### src/rtl/rd_sdram.sv
// Read-side SDRAM fetcher: pulls PAL lines as burst reads and pushes the returned words into the display FIFO.
// Optional macro RD_FIELD_OFFSET_EN selects the upper 2M-word half of SDRAM for field 0.
//
// state      | meaning
// IDLE       | wait for FIFO room for the next burst (or apply a pending restart)
// RD_REQ     | request held stable until the controller acks
// BURST      | count returned words; forward each to the FIFO one cycle later
// STATE_NOP  | advance row/burst/line counters, or restart if a frame boundary arrived
// FRAME_DONE | all lines fetched; idle until the next frame start
module rd_sdram #(
    parameter int FIFO_DEPTH      = 512,
    parameter int LONG_LEN        = 256,
    parameter int SHORT_LEN       = 32,
    parameter int LINES_PER_FRAME = 288
) (
    input  logic        clk,
    input  logic        reset,
    input  logic        vs_neg,
    input  logic        field,
    input  logic [8:0]  wrusedw_fifo,
    output logic        wr_en_fifo,
    output logic [15:0] fifo_data,
    output logic        rd_req,
    input  logic        rd_ack,
    input  logic        rd_data_valid,
    input  logic [15:0] sdram_data,
    output logic [8:0]  burst_length,
    output logic [21:0] burst_address,
    output logic        frame_done
);

    localparam logic [9:0] DEPTH_W = FIFO_DEPTH[9:0];
    localparam logic [8:0] LONG_W  = LONG_LEN[8:0];
    localparam logic [8:0] SHORT_W = SHORT_LEN[8:0];
    localparam logic [8:0] LPF_W   = LINES_PER_FRAME[8:0];

    typedef enum logic [4:0] {
        IDLE       = 5'b00001,
        RD_REQ     = 5'b00010,
        BURST      = 5'b00100,
        STATE_NOP  = 5'b01000,
        FRAME_DONE = 5'b10000
    } state_t;

    state_t      state;
    logic [13:0] row;
    logic [1:0]  burst_cnt;
    logic [8:0]  line_cnt;
    logic        restart_pending;
    logic [8:0]  remaining;

    logic [8:0]  next_len;
    logic [9:0]  free_space;
    logic        restart;
    logic        restart_ok;
    logic [21:0] req_addr;

    assign next_len   = (burst_cnt == 2'd3) ? SHORT_W : LONG_W;
    assign free_space = DEPTH_W - {1'b0, wrusedw_fifo};
    assign restart    = vs_neg | restart_pending;
    // Restart is only safe between bursts; mid-request it is deferred.
    assign restart_ok = (state == IDLE) || (state == STATE_NOP) || (state == FRAME_DONE);

`ifdef RD_FIELD_OFFSET_EN
    assign req_addr = field ? {row, 8'h00} : ({row, 8'h00} + 22'h200000);
`else
    logic field_unused;
    assign field_unused = field;
    assign req_addr     = {row, 8'h00};
`endif

    always_ff @(posedge clk or posedge reset) begin
        if (reset) begin
            state           <= IDLE;
            row             <= '0;
            burst_cnt       <= '0;
            line_cnt        <= '0;
            restart_pending <= 1'b0;
            remaining       <= '0;
            rd_req          <= 1'b0;
            wr_en_fifo      <= 1'b0;
            fifo_data       <= '0;
            burst_length    <= '0;
            burst_address   <= '0;
            frame_done      <= 1'b0;
        end else begin
            wr_en_fifo <= 1'b0;
            if (state == BURST && rd_data_valid) begin
                wr_en_fifo <= 1'b1;
                fifo_data  <= sdram_data;
            end

            if (restart_ok && restart) begin
                row             <= '0;
                burst_cnt       <= '0;
                line_cnt        <= '0;
                frame_done      <= 1'b0;
                restart_pending <= 1'b0;
                state           <= IDLE;
            end else begin
                case (state)
                    IDLE: begin
                        if (free_space >= {1'b0, next_len}) begin
                            burst_length  <= next_len;
                            burst_address <= req_addr;
                            rd_req        <= 1'b1;
                            state         <= RD_REQ;
                        end
                    end
                    RD_REQ: begin
                        if (vs_neg) restart_pending <= 1'b1;
                        if (rd_ack) begin
                            rd_req    <= 1'b0;
                            remaining <= burst_length;
                            state     <= BURST;
                        end
                    end
                    BURST: begin
                        if (vs_neg) restart_pending <= 1'b1;
                        if (rd_data_valid) begin
                            remaining <= remaining - 9'd1;
                            if (remaining == 9'd1) state <= STATE_NOP;
                        end
                    end
                    STATE_NOP: begin
                        row       <= row + 14'd1;
                        burst_cnt <= burst_cnt + 2'd1;
                        state     <= IDLE;
                        if (burst_cnt == 2'd3) begin
                            line_cnt <= line_cnt + 9'd1;
                            if ((line_cnt + 9'd1) == LPF_W) begin
                                frame_done <= 1'b1;
                                state      <= FRAME_DONE;
                            end
                        end
                    end
                    FRAME_DONE: begin
                        state <= FRAME_DONE;
                    end
                    default: state <= IDLE;
                endcase
            end
        end
    end

endmodule

### config.mk
export PLATFORM = sky130hd
export DESIGN_NAME = rd_sdram
export DESIGN_NICKNAME = d
export VERILOG_FILES = /design/src/rtl/rd_sdram.sv
export SDC_FILE = /design/constraint.sdc
export NUM_CORES = 1
export LEC_CHECK = 0
export ABC_AREA = 1
export CAP_MARGIN = 20
export CORE_MARGIN = 1
export CORE_UTILIZATION = 55
export DETAILED_ROUTE_END_ITERATION = 10
export GPL_TIMING_DRIVEN = 1
export MAX_ROUTING_LAYER = met4
export PLACE_DENSITY = 0.92
export SLEW_MARGIN = 10
export SYNTH_ARGS = -nofsm -noshare
export SYNTH_HDL_FRONTEND = slang
export SYNTH_SLANG_ARGS = --single-unit
### constraint.sdc
create_clock -name clk -period 4.18 [get_ports clk]
set_input_delay 0.836 -clock clk [delete_from_list [all_inputs] [get_ports clk]]
set_output_delay 0.836 -clock clk [all_outputs]
set_load 0.01 [all_outputs]
## Yosys cells after proc, flatten, opt, wreduce, memory -nomap -nowiden

Index checks and enable logic that the tools add are counted.

- Add/subtract/negate cells: 5
- Order comparisons: 1
- Equality and inequality tests: 15
- Multiplexer cells: 30
- Bitwise operators: 2
- Reduce and logical (&&, ||, !) cells: 19

Operator list:

| kind | number |
|---|---|
| $mux W9 | 6 |
| $mux W5 | 7 |
| $mux W14 | 2 |
| $pmux W5 S5 | 1 |
| $pmux W9 S2 | 1 |
| $add A14 B1 Y14 const B | 1 |
| $reduce_bool A2 Y1 | 7 |
| $reduce_and A4 Y1 | 3 |
| $ge A10 B9 Y1 | 1 |
| $mux W1 | 10 |
| $sub A10 B9 Y10 const A | 1 |
| $add A9 B1 Y9 const B | 1 |
| $eq A9 B1 Y1 const B | 1 |
| $eq A9 B9 Y1 const B | 1 |
| $sub A9 B1 Y9 const B | 1 |
| $ne A3 B1 Y1 const B | 2 |
| $reduce_and A3 Y1 | 2 |
| $eq A5 B1 Y1 const B | 1 |
| $eq A5 B2 Y1 const B | 1 |
| $eq A5 B3 Y1 const B | 1 |
| $eq A5 B4 Y1 const B | 1 |
| $eq A5 B5 Y1 const B | 1 |
| $mux W2 | 2 |
| $ne A2 B2 Y1 const B | 2 |
| other kinds (12) | 15 |

- Register bits: 82
- Output and inout bits: 50
- Word-level logic and storage cells: 84

## Logic depth before layout (Yosys ltp)

- Depth after elaboration: 6
- Depth in mapped cells: 15
- Mapped depth without buffers: 14

## Worst setup path before layout

Ideal clock, no wire load.

- Kind: input -> register
- From: input wrusedw_fifo[0]
- To: register burst_address[13]
- Arrival time: 2.402 ns
- Required time: 4.063 ns
- Slack: 1.661 ns
- Stages: 12
- Cell sequence: nor2_1 > nand4_1 > nor2_1 > xnor2_1 > ha_1 > nand2_1 > o21ai_0 > a21oi_1 > nand2_2 > buf_2 > nand3_1 > nand2_1

- Word-level cells in the longest chain between the ends: 3

Ends and longest elaborated chain:

| what | line | source |
|---|---|---|
| from (decl) | 20 | `input logic [8:0] wrusedw_fifo,` |
| $sub A10 B9 Y10 | 59 | `assign free_space = DEPTH_W - {1'b0, wrusedw_fifo};` |
| $ge A10 B9 Y1 | 103 | `if (free_space >= {1'b0, next_len}) begin` |
| $reduce_and A3 Y1 (no line) | - |  |
| to (signal assigned) | 105 | `burst_address <= req_addr;` |
| to (decl) | 28 | `output logic [21:0] burst_address,` |

Every way passes these cells.
A chain may end at the register's enable or synchronous reset.

## Worst setup path after layout

- From: input wrusedw_fifo[5]
- To: register burst_address[19]

Same word-level chain as after synthesis.

==> reports/qor.csv <==
metric,value,unit
postLayoutCellArea,4800,um^2
power.leakage,2.44,nW
r2r_slack,1.98,ns
clock_sinks,75,
grt_pass1_vias,3220,
path_max_fanout,18,
root_buffer,clkbuf_8,
wl_per_cell,12.9,um
io_pins,81,
preCtsSetupSlack,0.895,ns
cts.htree.levels,3,
place_congestion,0.921,
status,"finished, final reports clean",
synth_top_area_share,47.1,%
peakVddDrop,183,uV
globalRouteTotalUtil,25.6,%
coreArea,6830,um^2
cts_tree,yes,
antenna_found_initial,0,
r2r-end,remaining[0],
worstPathArrival,3.20,ns
remaining_drc_errors,0,
netlist_top_cells_area,"dfrtp_1 47%, nand2_1 16%, inv_1 4.9%, nand3_1 4.7%, nor2_1 4.3%",
synthSimpleGateAreaFrac,31.5,%
critPathKind,primary input to register,
cts_buffers,9,
vias,3483,
placed_area,4580,um^2
rsz0062_at_grt,no,
die_h,86.5,um
synthCells,501,
final.period_utilization,69.8,%
synth_cell_types,36,
wirelength,8.65,mm
antenna_cells,0,
firstDrtPassIters,5,
r2r_start,state[1],
slew_violations,0,
hold_viol,0,
slew_headroom,56.5,%
worst_setup_path_end_kind,register,
clockBufferDepth,2,
synth_fa_ha_area_share,2.55,%
synthXorXnorAreaFrac,2.23,%
hold_buffers,0,
min_period,2.92,ns
dieArea,7490,um^2
row_count,30,
fin_tns_setup,0,ns
synth_ff_type,dfrtp_1,
tightest_slew,0.650,ns
crit_start,wrusedw_fifo[5],
syn_area,3930,um^2
synth_warnings,0,
ys_seq_elements,75,
min_path_type,register to register,
critPathLaunchType,primary input,
synth_edf_count,0,
crit_end,burst_address[19],
ant_nets,0,
initial_utilization,57.5,%
setup_viol,0,
worst_ep_required_time,4.46,ns
clkTransAtPathRegs,0.08,ns
drtIter0Drc,222,
post_cts_buffers,0,
vias_per_cell,5.21,
final_layout_size_suffix_gt1_share,6.82,%
synth-compound-area-share,6.05,%
skew,0.00605,ns
layout_setup_ws,1.26,ns
grt_max_degree,29,
clkLatencyLatePin,0.35,ns
final_cells,668,
synth.avg_cell_area,7.84,um^2
ff2ff_path_depth,8,
die_width,86.5,um
grt_pass1_wl,14.4,mm
area_growth,22.1,%
async_flop_share,100,%
clock.fmax,0.343,GHz
yosysSeqAreaShare,47.8,%
hold_depth,2,
synth.mux.area_fraction,0,%
cts-resized-gates,0,
place_inst,652,
synth_largest_area_cell,dfrtp_1,
hpwlAfterDp,6.23,mm
portBuffers,64,
cap_viol_max_count,0,
powerDensity,467,nW/um^2
nets,606,
grt-ovfl-total,0,
synth_top_family_by_area,simple AND/OR/NAND/NOR gates,
## report_power, final
| group | leakage (nW) | internal [W] | switching (W) | total, W |
|---|---|---|---|---|
| Sequential | 1.02 | 0.000836 | 0.0000730 | 0.000909 |
| Clock | 0.0947 | 0.000336 | 0.000274 | 0.000610 |
| Combinational | 1.32 | 0.000284 | 0.000437 | 0.000721 |
## layout by cell type (no fill, tap or decap)
master           instances
a211oi_1                 1
a21oi_1                 14
a21oi_2                  1
a31oi_1                  1
buf_4                    2
bufinv_16                2
clkbuf_1                 1
clkbuf_8                 9
clkdlybuf4s50_1         64
clkinv_1                 1
clkinvlp_4               4
conb_1                  15
dfrtp_1                 74
dfstp_2                  1
ha_1                     8
inv_1                   50
inv_2                    3
inv_4                    1
nand2_1                165
nand2_2                  4
nand2_8                  1
nand3_1                 37
nand3_2                  4
nand3b_1                 1
nand4_1                 11
nor2_1                  45
nor2_2                   3
nor2_8                   1
nor3_1                   7
nor3_2                   1
nor3b_2                  1
o21ai_0                 24
o21ai_1                  1
o22ai_1                  2
o31ai_1                  1
or2_2                    1
xnor2_1                  3
xor2_1                   7
## kinds of logic (layout without fill, tap and decap cells)
kind of cell | after synthesis | in the layout
xor+xnor | 10 | 10
other cells | 1 | 15
buf+inv | 80 | 137
simple gates | 282 | 282
compound gates | 45 | 45
fa+ha+maj | 8 | 8
flops | 75 | 75
## registers in the layout, summed over array words and instances (netlist names), 2 cells and up
signal / flops
state: 5
burst_address: 14
remaining: 9
burst_length: 2
line_cnt: 9
row: 14
burst_cnt: 2
fifo_data: 16
## per-stage QoR
stage | utilization (%) | total power [W] | hold WS (ns)
3_3_place_gp | 67.1 | 0.00160 | 0.456
4_1_cts | 70.3 | 0.00225 | 0.480
6_report | 70.3 | 0.00224 | 0.474
2_1_floorplan | - | 0.00140 | 0.453
3_5_place_dp | 67.1 | 0.00164 | 0.457
5_1_grt | 70.3 | 0.00237 | 0.500
## cell type report
| cell class | count | area, um^2 |
|---|---|---|
| clock inverters | 6 | 90.1 |
| repair buffers | 66 | 656 |
| inverters | 55 | 209 |
| flip-flops and latches | 75 | 1880 |
| clock buffers | 10 | 128 |
| fillers | 508 | 2030 |
| well taps | 96 | 120 |
| multi-input cells | 360 | 1720 |
## synthesized netlist by cell type, types with 2 or more instances
master and number:
nand2_1 165, dfrtp_1 74, inv_1 51, nor2_1 45
nand3_1 37, o21ai_0 24, buf_4 19, a21oi_1 14
nand4_1 11, ha_1 8, nor3_1 7, xor2_1 7
nand2_2 4, nand3_2 4, buf_2 3, nor2_2 3
xnor2_1 3, clkbuf_1 2, inv_2 2, o22ai_1 2
## per-layer routing
layer	vias to the layer above	track usage, %	share of wire [%]
li1	1689	-	-
met1	1623	30.5	40
met2	146	43.1	51
met3	25	3.81	5.4
met4	0	11.8	2.7
met5	-	-	0
## worst min path at each step
stage                      startpoint                end  slack [ns]
finish              burst_address[10]  burst_address[10]        0.47
global route            fifo_data[11]      fifo_data[11]        0.50
CTS                 burst_address[10]  burst_address[10]        0.48
detailed placement  burst_address[16]  burst_address[16]        0.46
global placement    burst_address[17]  burst_address[17]        0.46
floorplan                remaining[8]       remaining[8]        0.45
## worst max-delay path, stage by stage
cell and delay [ns]:
clkdlybuf4s50_1 0.42, nor2_1 0.20, nand4_1 0.17, nor2_1 0.14, xnor2_1 0.13, ha_1 0.26, nand2_1 0.06, o21ai_0 0.07
a21oi_1 0.24, nand2_2 0.29, nand2_8 0.23, nand2_1 0.07, nand2_1 0.07
Note: power is estimated with default switching activity, not from simulation.
